--- src/rtl/vga_glyph_fetch_scheduler_if.sv ---
// Bundles the slot-update port and the character ROM port of the glyph fetch scheduler.
// master = environment side (UART writer + ROM), slave = the scheduler.
// The update port is valid/ready; the ROM port has no backpressure and returns data one cycle after rom_rd.
interface vga_glyph_fetch_scheduler_if;
   logic        wr_valid;
   logic        wr_ready;
   logic [2:0]  wr_slot;
   logic [7:0]  wr_ascii;
   logic        rom_rd;
   logic [7:0]  rom_ascii;
   logic [4:0]  rom_row;
   logic [15:0] rom_data;

   modport master (
      output wr_valid, wr_slot, wr_ascii, rom_data,
      input  wr_ready, rom_rd, rom_ascii, rom_row
   );

   modport slave (
      input  wr_valid, wr_slot, wr_ascii, rom_data,
      output wr_ready, rom_rd, rom_ascii, rom_row
   );
endinterface

--- src/rtl/vga_glyph_fetch_scheduler.sv ---
// Fetches one glyph row per text slot from a shared ROM during h-blank and serialises it as pixels.
// Latency: fetch takes NUM_CHARS+1 cycles from FETCH_H; pix_on/pix_in_text are 1 cycle behind h_count.
// Backpressure: wr_ready drops only in reset and in the frame-start commit cycle; the ROM never stalls.
module vga_glyph_fetch_scheduler #(
   parameter int NUM_CHARS = 4,
   parameter int H_START   = 448,
   parameter int V_START   = 259,
   parameter int GLYPH_H   = 32,
   parameter int FETCH_H   = 100
) (
   input  logic                       clk,
   input  logic                       clear_bar,
   input  logic [15:0]                h_count,
   input  logic [15:0]                v_count,
   vga_glyph_fetch_scheduler_if.slave bus,
   output logic                       pix_on,
   output logic                       pix_in_text,
   output logic                       overrun
);

   // Tables are sized for the largest legal slot count so every 3-bit index is in range;
   // entries at or above NUM_CHARS keep their reset value and are never displayed.
   localparam int          MAX_CHARS = 8;
   localparam logic [15:0] V_LO      = 16'(V_START);
   localparam logic [15:0] V_HI      = 16'(V_START + GLYPH_H);
   localparam logic [15:0] H_LO      = 16'(H_START);
   localparam logic [15:0] H_HI      = 16'(H_START + 16 * NUM_CHARS);
   localparam logic [15:0] FETCH_AT  = 16'(FETCH_H);
   localparam logic [2:0]  K_LAST    = 3'(NUM_CHARS - 1);
   localparam logic [3:0]  SLOT_LIM  = 4'(NUM_CHARS);

   typedef enum logic [1:0] {
      IDLE  = 2'd0,
      ISSUE = 2'd1,
      DRAIN = 2'd2
   } state_t;

   state_t      state;
   logic [2:0]  k;
   logic [7:0]  shadow  [MAX_CHARS];
   logic [7:0]  active  [MAX_CHARS];
   logic [15:0] linebuf [MAX_CHARS];

   logic        commit;
   logic        wr_fire;
   logic        in_band;
   logic        in_box;
   logic [4:0]  row;
   logic [15:0] h_off;
   logic [2:0]  slot_sel;
   logic [3:0]  bit_sel;
   logic [15:0] sel_word;
   logic        pix_bit;

   // Frame-start commit cycle blocks updates so shadow is stable while it is copied.
   assign commit       = (h_count == 16'd0) && (v_count == 16'd0);
   assign bus.wr_ready = clear_bar && !commit;
   assign wr_fire      = bus.wr_valid && bus.wr_ready;

   // Line/box decode and pixel select for the current h_count.
   always_comb begin
      in_band  = (v_count >= V_LO) && (v_count < V_HI);
      in_box   = in_band && (h_count >= H_LO) && (h_count < H_HI);
      row      = 5'(v_count - V_LO);
      h_off    = h_count - H_LO;
      slot_sel = 3'(h_off >> 4);
      bit_sel  = 4'(h_off);
      sel_word = linebuf[slot_sel];
      pix_bit  = sel_word[4'd15 - bit_sel];
   end

   // Slot tables: UART writes land in shadow; shadow is copied to active once per frame.
   always_ff @(posedge clk) begin
      if (!clear_bar) begin
         for (int j = 0; j < MAX_CHARS; j++) begin
            shadow[j] <= 8'h30;
            active[j] <= 8'h30;
         end
      end else begin
         if (wr_fire && ({1'b0, bus.wr_slot} < SLOT_LIM)) begin
            shadow[bus.wr_slot] <= bus.wr_ascii;
         end
         if (commit) begin
            for (int j = 0; j < MAX_CHARS; j++) begin
               active[j] <= shadow[j];
            end
         end
      end
   end

   // Fetch FSM: registered ROM strobe per slot, capture of each word one cycle after its read.
   // In ISSUE with index k the ROM outputs currently carry issue k, so the word arriving now is k-1.
   always_ff @(posedge clk) begin
      if (!clear_bar) begin
         state         <= IDLE;
         k             <= 3'd0;
         bus.rom_rd    <= 1'b0;
         bus.rom_ascii <= 8'h00;
         bus.rom_row   <= 5'd0;
         for (int j = 0; j < MAX_CHARS; j++) begin
            linebuf[j] <= 16'h0000;
         end
      end else begin
         case (state)
            IDLE: begin
               if (h_count == FETCH_AT) begin
                  if (in_band) begin
                     state         <= ISSUE;
                     k             <= 3'd0;
                     bus.rom_rd    <= 1'b1;
                     bus.rom_ascii <= active[0];
                     bus.rom_row   <= row;
                  end else begin
                     for (int j = 0; j < MAX_CHARS; j++) begin
                        linebuf[j] <= 16'h0000;
                     end
                  end
               end
            end
            ISSUE: begin
               if (k != 3'd0) begin
                  linebuf[k - 3'd1] <= bus.rom_data;
               end
               if (k == K_LAST) begin
                  state      <= DRAIN;
                  bus.rom_rd <= 1'b0;
               end else begin
                  k             <= k + 3'd1;
                  bus.rom_ascii <= active[k + 3'd1];
               end
            end
            DRAIN: begin
               linebuf[K_LAST] <= bus.rom_data;
               state           <= IDLE;
            end
            default: begin
               state      <= IDLE;
               bus.rom_rd <= 1'b0;
            end
         endcase
      end
   end

   // Registered pixel outputs and the sticky late-fetch flag.
   always_ff @(posedge clk) begin
      if (!clear_bar) begin
         pix_on      <= 1'b0;
         pix_in_text <= 1'b0;
         overrun     <= 1'b0;
      end else begin
         pix_in_text <= in_box;
         pix_on      <= in_box && pix_bit;
         if ((h_count == H_LO) && (state != IDLE)) begin
            overrun <= 1'b1;
         end
      end
   end

endmodule

--- src/flat_wrapper.sv ---
// flat-port wrapper written by rule: the top's interface ports become plain ports
module vga_glyph_fetch_scheduler_flat 
#(
   parameter int NUM_CHARS = 4,
   parameter int H_START   = 448,
   parameter int V_START   = 259,
   parameter int GLYPH_H   = 32,
   parameter int FETCH_H   = 100
)
  (clk, clear_bar, h_count, v_count, pix_on, pix_in_text, overrun, bus_wr_valid, bus_wr_slot, bus_wr_ascii, bus_rom_data, bus_wr_ready, bus_rom_rd, bus_rom_ascii, bus_rom_row);
  vga_glyph_fetch_scheduler_if bus_i ();
  input  logic clk;
  input  logic clear_bar;
  input  logic [15:0] h_count;
  input  logic [15:0] v_count;
  output logic pix_on;
  output logic pix_in_text;
  output logic overrun;
  input wire logic [$bits(bus_i.wr_valid)-1:0] bus_wr_valid;
  input wire logic [$bits(bus_i.wr_slot)-1:0] bus_wr_slot;
  input wire logic [$bits(bus_i.wr_ascii)-1:0] bus_wr_ascii;
  input wire logic [$bits(bus_i.rom_data)-1:0] bus_rom_data;
  output wire logic [$bits(bus_i.wr_ready)-1:0] bus_wr_ready;
  output wire logic [$bits(bus_i.rom_rd)-1:0] bus_rom_rd;
  output wire logic [$bits(bus_i.rom_ascii)-1:0] bus_rom_ascii;
  output wire logic [$bits(bus_i.rom_row)-1:0] bus_rom_row;
  assign bus_i.wr_valid = bus_wr_valid;
  assign bus_i.wr_slot = bus_wr_slot;
  assign bus_i.wr_ascii = bus_wr_ascii;
  assign bus_i.rom_data = bus_rom_data;
  assign bus_wr_ready = bus_i.wr_ready;
  assign bus_rom_rd = bus_i.rom_rd;
  assign bus_rom_ascii = bus_i.rom_ascii;
  assign bus_rom_row = bus_i.rom_row;
  vga_glyph_fetch_scheduler #(.NUM_CHARS(NUM_CHARS), .H_START(H_START), .V_START(V_START), .GLYPH_H(GLYPH_H), .FETCH_H(FETCH_H)) u_core (.clk(clk), .clear_bar(clear_bar), .h_count(h_count), .v_count(v_count), .bus(bus_i), .pix_on(pix_on), .pix_in_text(pix_in_text), .overrun(overrun));
endmodule
--- config.mk ---
export PLATFORM = sky130hd
export DESIGN_NAME = vga_glyph_fetch_scheduler_flat
export DESIGN_NICKNAME = d
export VERILOG_FILES = /design/src/rtl/vga_glyph_fetch_scheduler_if.sv /design/src/rtl/vga_glyph_fetch_scheduler.sv /design/src/flat_wrapper.sv
export SDC_FILE = /design/constraint.sdc
export NUM_CORES = 1
export LEC_CHECK = 0
export BUFFER_PORTS_ARGS = -buffer_cell sky130_fd_sc_hd__buf_4
export CORE_MARGIN = 2
export CORE_UTILIZATION = 60
export DETAILED_ROUTE_END_ITERATION = 16
export GPL_TIMING_DRIVEN = 0
export PLACE_DENSITY = 0.79
export SYNTH_ARGS = -nofsm -noshare
export SYNTH_HDL_FRONTEND = slang
export SYNTH_SLANG_ARGS = --single-unit
--- constraint.sdc ---
create_clock -name clk -period 7.09 [get_ports clk]
set_clock_uncertainty 0.05 [all_clocks]
set_input_delay 1.7725 -clock clk [delete_from_list [all_inputs] [get_ports clk]]
set_output_delay 1.7725 -clock clk [all_outputs]
set_load 0.03 [all_outputs]
==> summary.md <==
| Metric | Value |
|---|---|
| Avg Vias per Cell | `5.759` |
| Vias | `7285` |
| Clk buf depth | `3` |
| Top post-synthesis cells by count | `edfxtp_1 (256), and2_1 (184), mux4_2 (41)` |
| Starting Density | `61.30%` |
| Min cycle time layout | `4968 ps` |
| Launch point of the worst path | `v_count[0]` |
| # IOs | `80` |
| TritonCTS buffer count | `28` |
| Global-route wire length before repair | `41.64 mm` |
| Hold_ws | `410.7 ps` |
| Most common cell in the netlist | `edfxtp_1` |
| Status | `finished clean` |
| Synth Register Bits | `278` |
| Die Ht | `147.8 um` |
| Max Slew Vio Count | `0` |
| Average footprint of a synthesized cell | `14.91 um2` |
| Origin of the worst min-delay path | `u_core.bus.rom_row[3]` |
| Post-synth EDFFs | `256` |
| Worst slew margin | `21.08%` |
| Main flop type after synthesis | `edfxtp_1` |
| Core Util, Final | `71.56%` |
| Gr usage total | `25.30%` |
| Synth Cell Area | `12400 um2` |
| Cts repair resizes | `0` |
| Die width | `147.8 um` |
| CP startpoint kind | `primary input` |
| Area of the multi-input gates | `4096 um2` |
| Setup WS pre-CTS | `2126 ps` |
| Worst R2R End | `u_core.linebuf[2][14]` |
| Leakage | `5.335 nW` |
| Area Overhead vs Synth | `16.73%` |
| CTS root buf | `clkbuf_16` |
| Setup crit end kind | `output port` |
| Maximum number of pins on one net before global-route repair | `37` |
| WL final | `26.71 mm` |
| Fillers | `1291` |
| Hold Path Depth | `2` |
| CP Data Arrival Time | `3150 ps` |
| Final setup viols | `0` |
| DR pass1 iterations | `5` |
| Required time worst endpoint | `5270 ps` |
| DRC errors left | `0` |
| Max cap viols | `0` |
| PwrDens | `246.7 nW/um2` |
| Synth warn | `0` |
| Worst hold path type | `reg -> reg` |
| Final net count | `1041` |
| Register area | `8128 um2` |
| Antenna-violating nets left | `0` |
| Highest Clock Rate | `201.3 MHz` |
| Yosys cell types | `61` |
| Share of cells above drive strength 1 | `21.71%` |
| Hold_buf cts | `0` |
| CTS tree | `done` |
| Min-Delay Endpoint | `u_core.bus.rom_row[3]` |
| GPL Wtd Cong | `0.8761` |
| Pwr Total | `0.003572 W` |
| Die area | `21840 um2` |
| Drt wl/cell | `21.11 um` |
| Synth area leaders | `edfxtp_1 (62%), and2_1 (9.3%), mux4_2 (7.4%)` |
| Setup Crit Path Kind | `in -> out` |
| RSZ-0062 raised after global routing | `false` |
| Peak supply drop | `216.3 uV` |
| Row cnt | `52` |
| Worst r2r src | `u_core.k[0]` |
| Grt ovf | `0` |
| Clock Sinks | `278` |
| DP Wirelength | `18.21 mm` |
| # diodes | `0` |
| CTS clk-pin slew, worst paths | `60 ps` |
| Post-Syn Instances | `832` |
| Post-synthesis sequential area ratio | `65.52%` |
| Post-CTS Setup Bufs | `0` |
| Core ar. | `20230 um2` |
| Crit share post-route | `70.07%` |
| H-Tree Depth | `1` |
| IO Port Bufs | `76` |
| Number of global-route vias before repair | `7546` |
| Hold Vio Cnt, Final | `0` |
| Worst R2R Path Depth | `6` |
| Crit path max fanout | `3` |
| DRC marker count from the first detailed-route iteration | `467` |
| Worst-margin pin slew | `1175 ps` |
| Synth area leader | `edfxtp_1` |
| R2R Setup Slk | `3300 ps` |
| Antenna violations before repair | `1` |
| Clock latency on the worst-skew pair | `540 ps` |
| Asr flop ratio synth | `0%` |
| Sum Neg Setup Slack | `0 ps` |
| Synth top area share | `61.97%` |
| Setup WS post-layout | `2122 ps` |
metal layers:
| metal | vias up | track usage, % | part of all wire (%) |
|---|---|---|---|
| met2 | 278 | 44.02 | 53 |
| met4 | 2 | 10.14 | 3.0 |
| li1 | 3331 | - | - |
| met3 | 68 | 4.043 | 6.1 |
| met1 | 3606 | 32.05 | 38 |
| met5 | - | 0 | 0.052 |
registers in the layout (all words and copies together) (netlist names):
name and flops:
u_core.linebuf 128, u_core.active 64, u_core.shadow 64, u_core.bus.rom_ascii 8, u_core.bus.rom_row 5, u_core.k 3
u_core.state 2, u_core.bus.rom_rd 1, u_core.overrun 1, u_core.pix_in_text 1, u_core.pix_on 1
stage by stage:
| stage | instances | area (um2) |
|---|---|---|
| floorplan | 862 | 12520 |
| global placement | 1208 | 13430 |
| detailed placement | 1213 | 13530 |
| CTS | 1265 | 14480 |
| global route | 1265 | 14480 |
| finish | 1265 | 14480 |
report_power, final:
part | total, W | switching, W | internal, W
clock network | 0.00151 | 0.000602 | 0.000912
logic | 0.000187 | 0.000108 | 0.0000796
registers | 0.00187 | 0.0000166 | 0.00185
cells in the final DEF, fill, tap and decap left out, drive strengths merged, types with 16 or more instances in the layout:
| cell | synthesis | final |
|---|---|---|
| edfxtp | 256 | 256 |
| and2 | 185 | 185 |
| buf | 25 | 106 |
| clkbuf | 21 | 58 |
| mux4 | 41 | 41 |
| nand2b | 36 | 36 |
| conb | 2 | 32 |
| nand2 | 26 | 26 |
| nor2b | 25 | 25 |
| mux2i | 25 | 25 |
| dfxtp | 22 | 22 |
| a21oi | 21 | 21 |
| nor2 | 17 | 17 |
| nor3 | 16 | 16 |
| nand3 | 16 | 16 |
critical path: stages:
cell and delay (ps):
buf_4 120, inv_1 80, ha_1 140, nor4b_1 260, nand4_1 250, nor3_1 240
nor2_1 100, buf_4 180
worst max-delay path by stage:
stage / cells after the start / slack [ps] / end
after floorplan: 6 / 2510 / bus_wr_ready
after global placement: 7 / 1960 / u_core.active[6][0]
after detailed placement: 7 / 2130 / bus_wr_ready
after CTS: 7 / 2110 / bus_wr_ready
after global routing: 8 / 1950 / bus_wr_ready
final: 8 / 2120 / bus_wr_ready
cells by family after synthesis:
group | Yosys count | synth area share, %
flip-flops | 278 | 65.52
AO/OA/AOI/OAI | 60 | 3.379
XOR/XNOR | 5 | 0.4136
other | 2 | 0.06054
buffers and inverters | 60 | 2.481
AND/OR/NAND/NOR | 351 | 17.71
adder cells (fa/ha/maj) | 6 | 0.6052
multiplexers | 70 | 9.825
final cells by class:
| class | instances | area share (%) |
|---|---|---|
| Buffer | 46 | 1.763 |
| Clock buffer | 37 | 5.357 |
| Clock inverter | 15 | 1.210 |
| Inverter | 14 | 0.3629 |
| Multi-Input combinational cell | 524 | 28.29 |
| Sequential cell | 278 | 56.13 |
| Tap cell | 270 | 2.333 |
| Timing Repair Buffer | 81 | 4.554 |
Note: power is estimated with default switching activity, not from simulation.
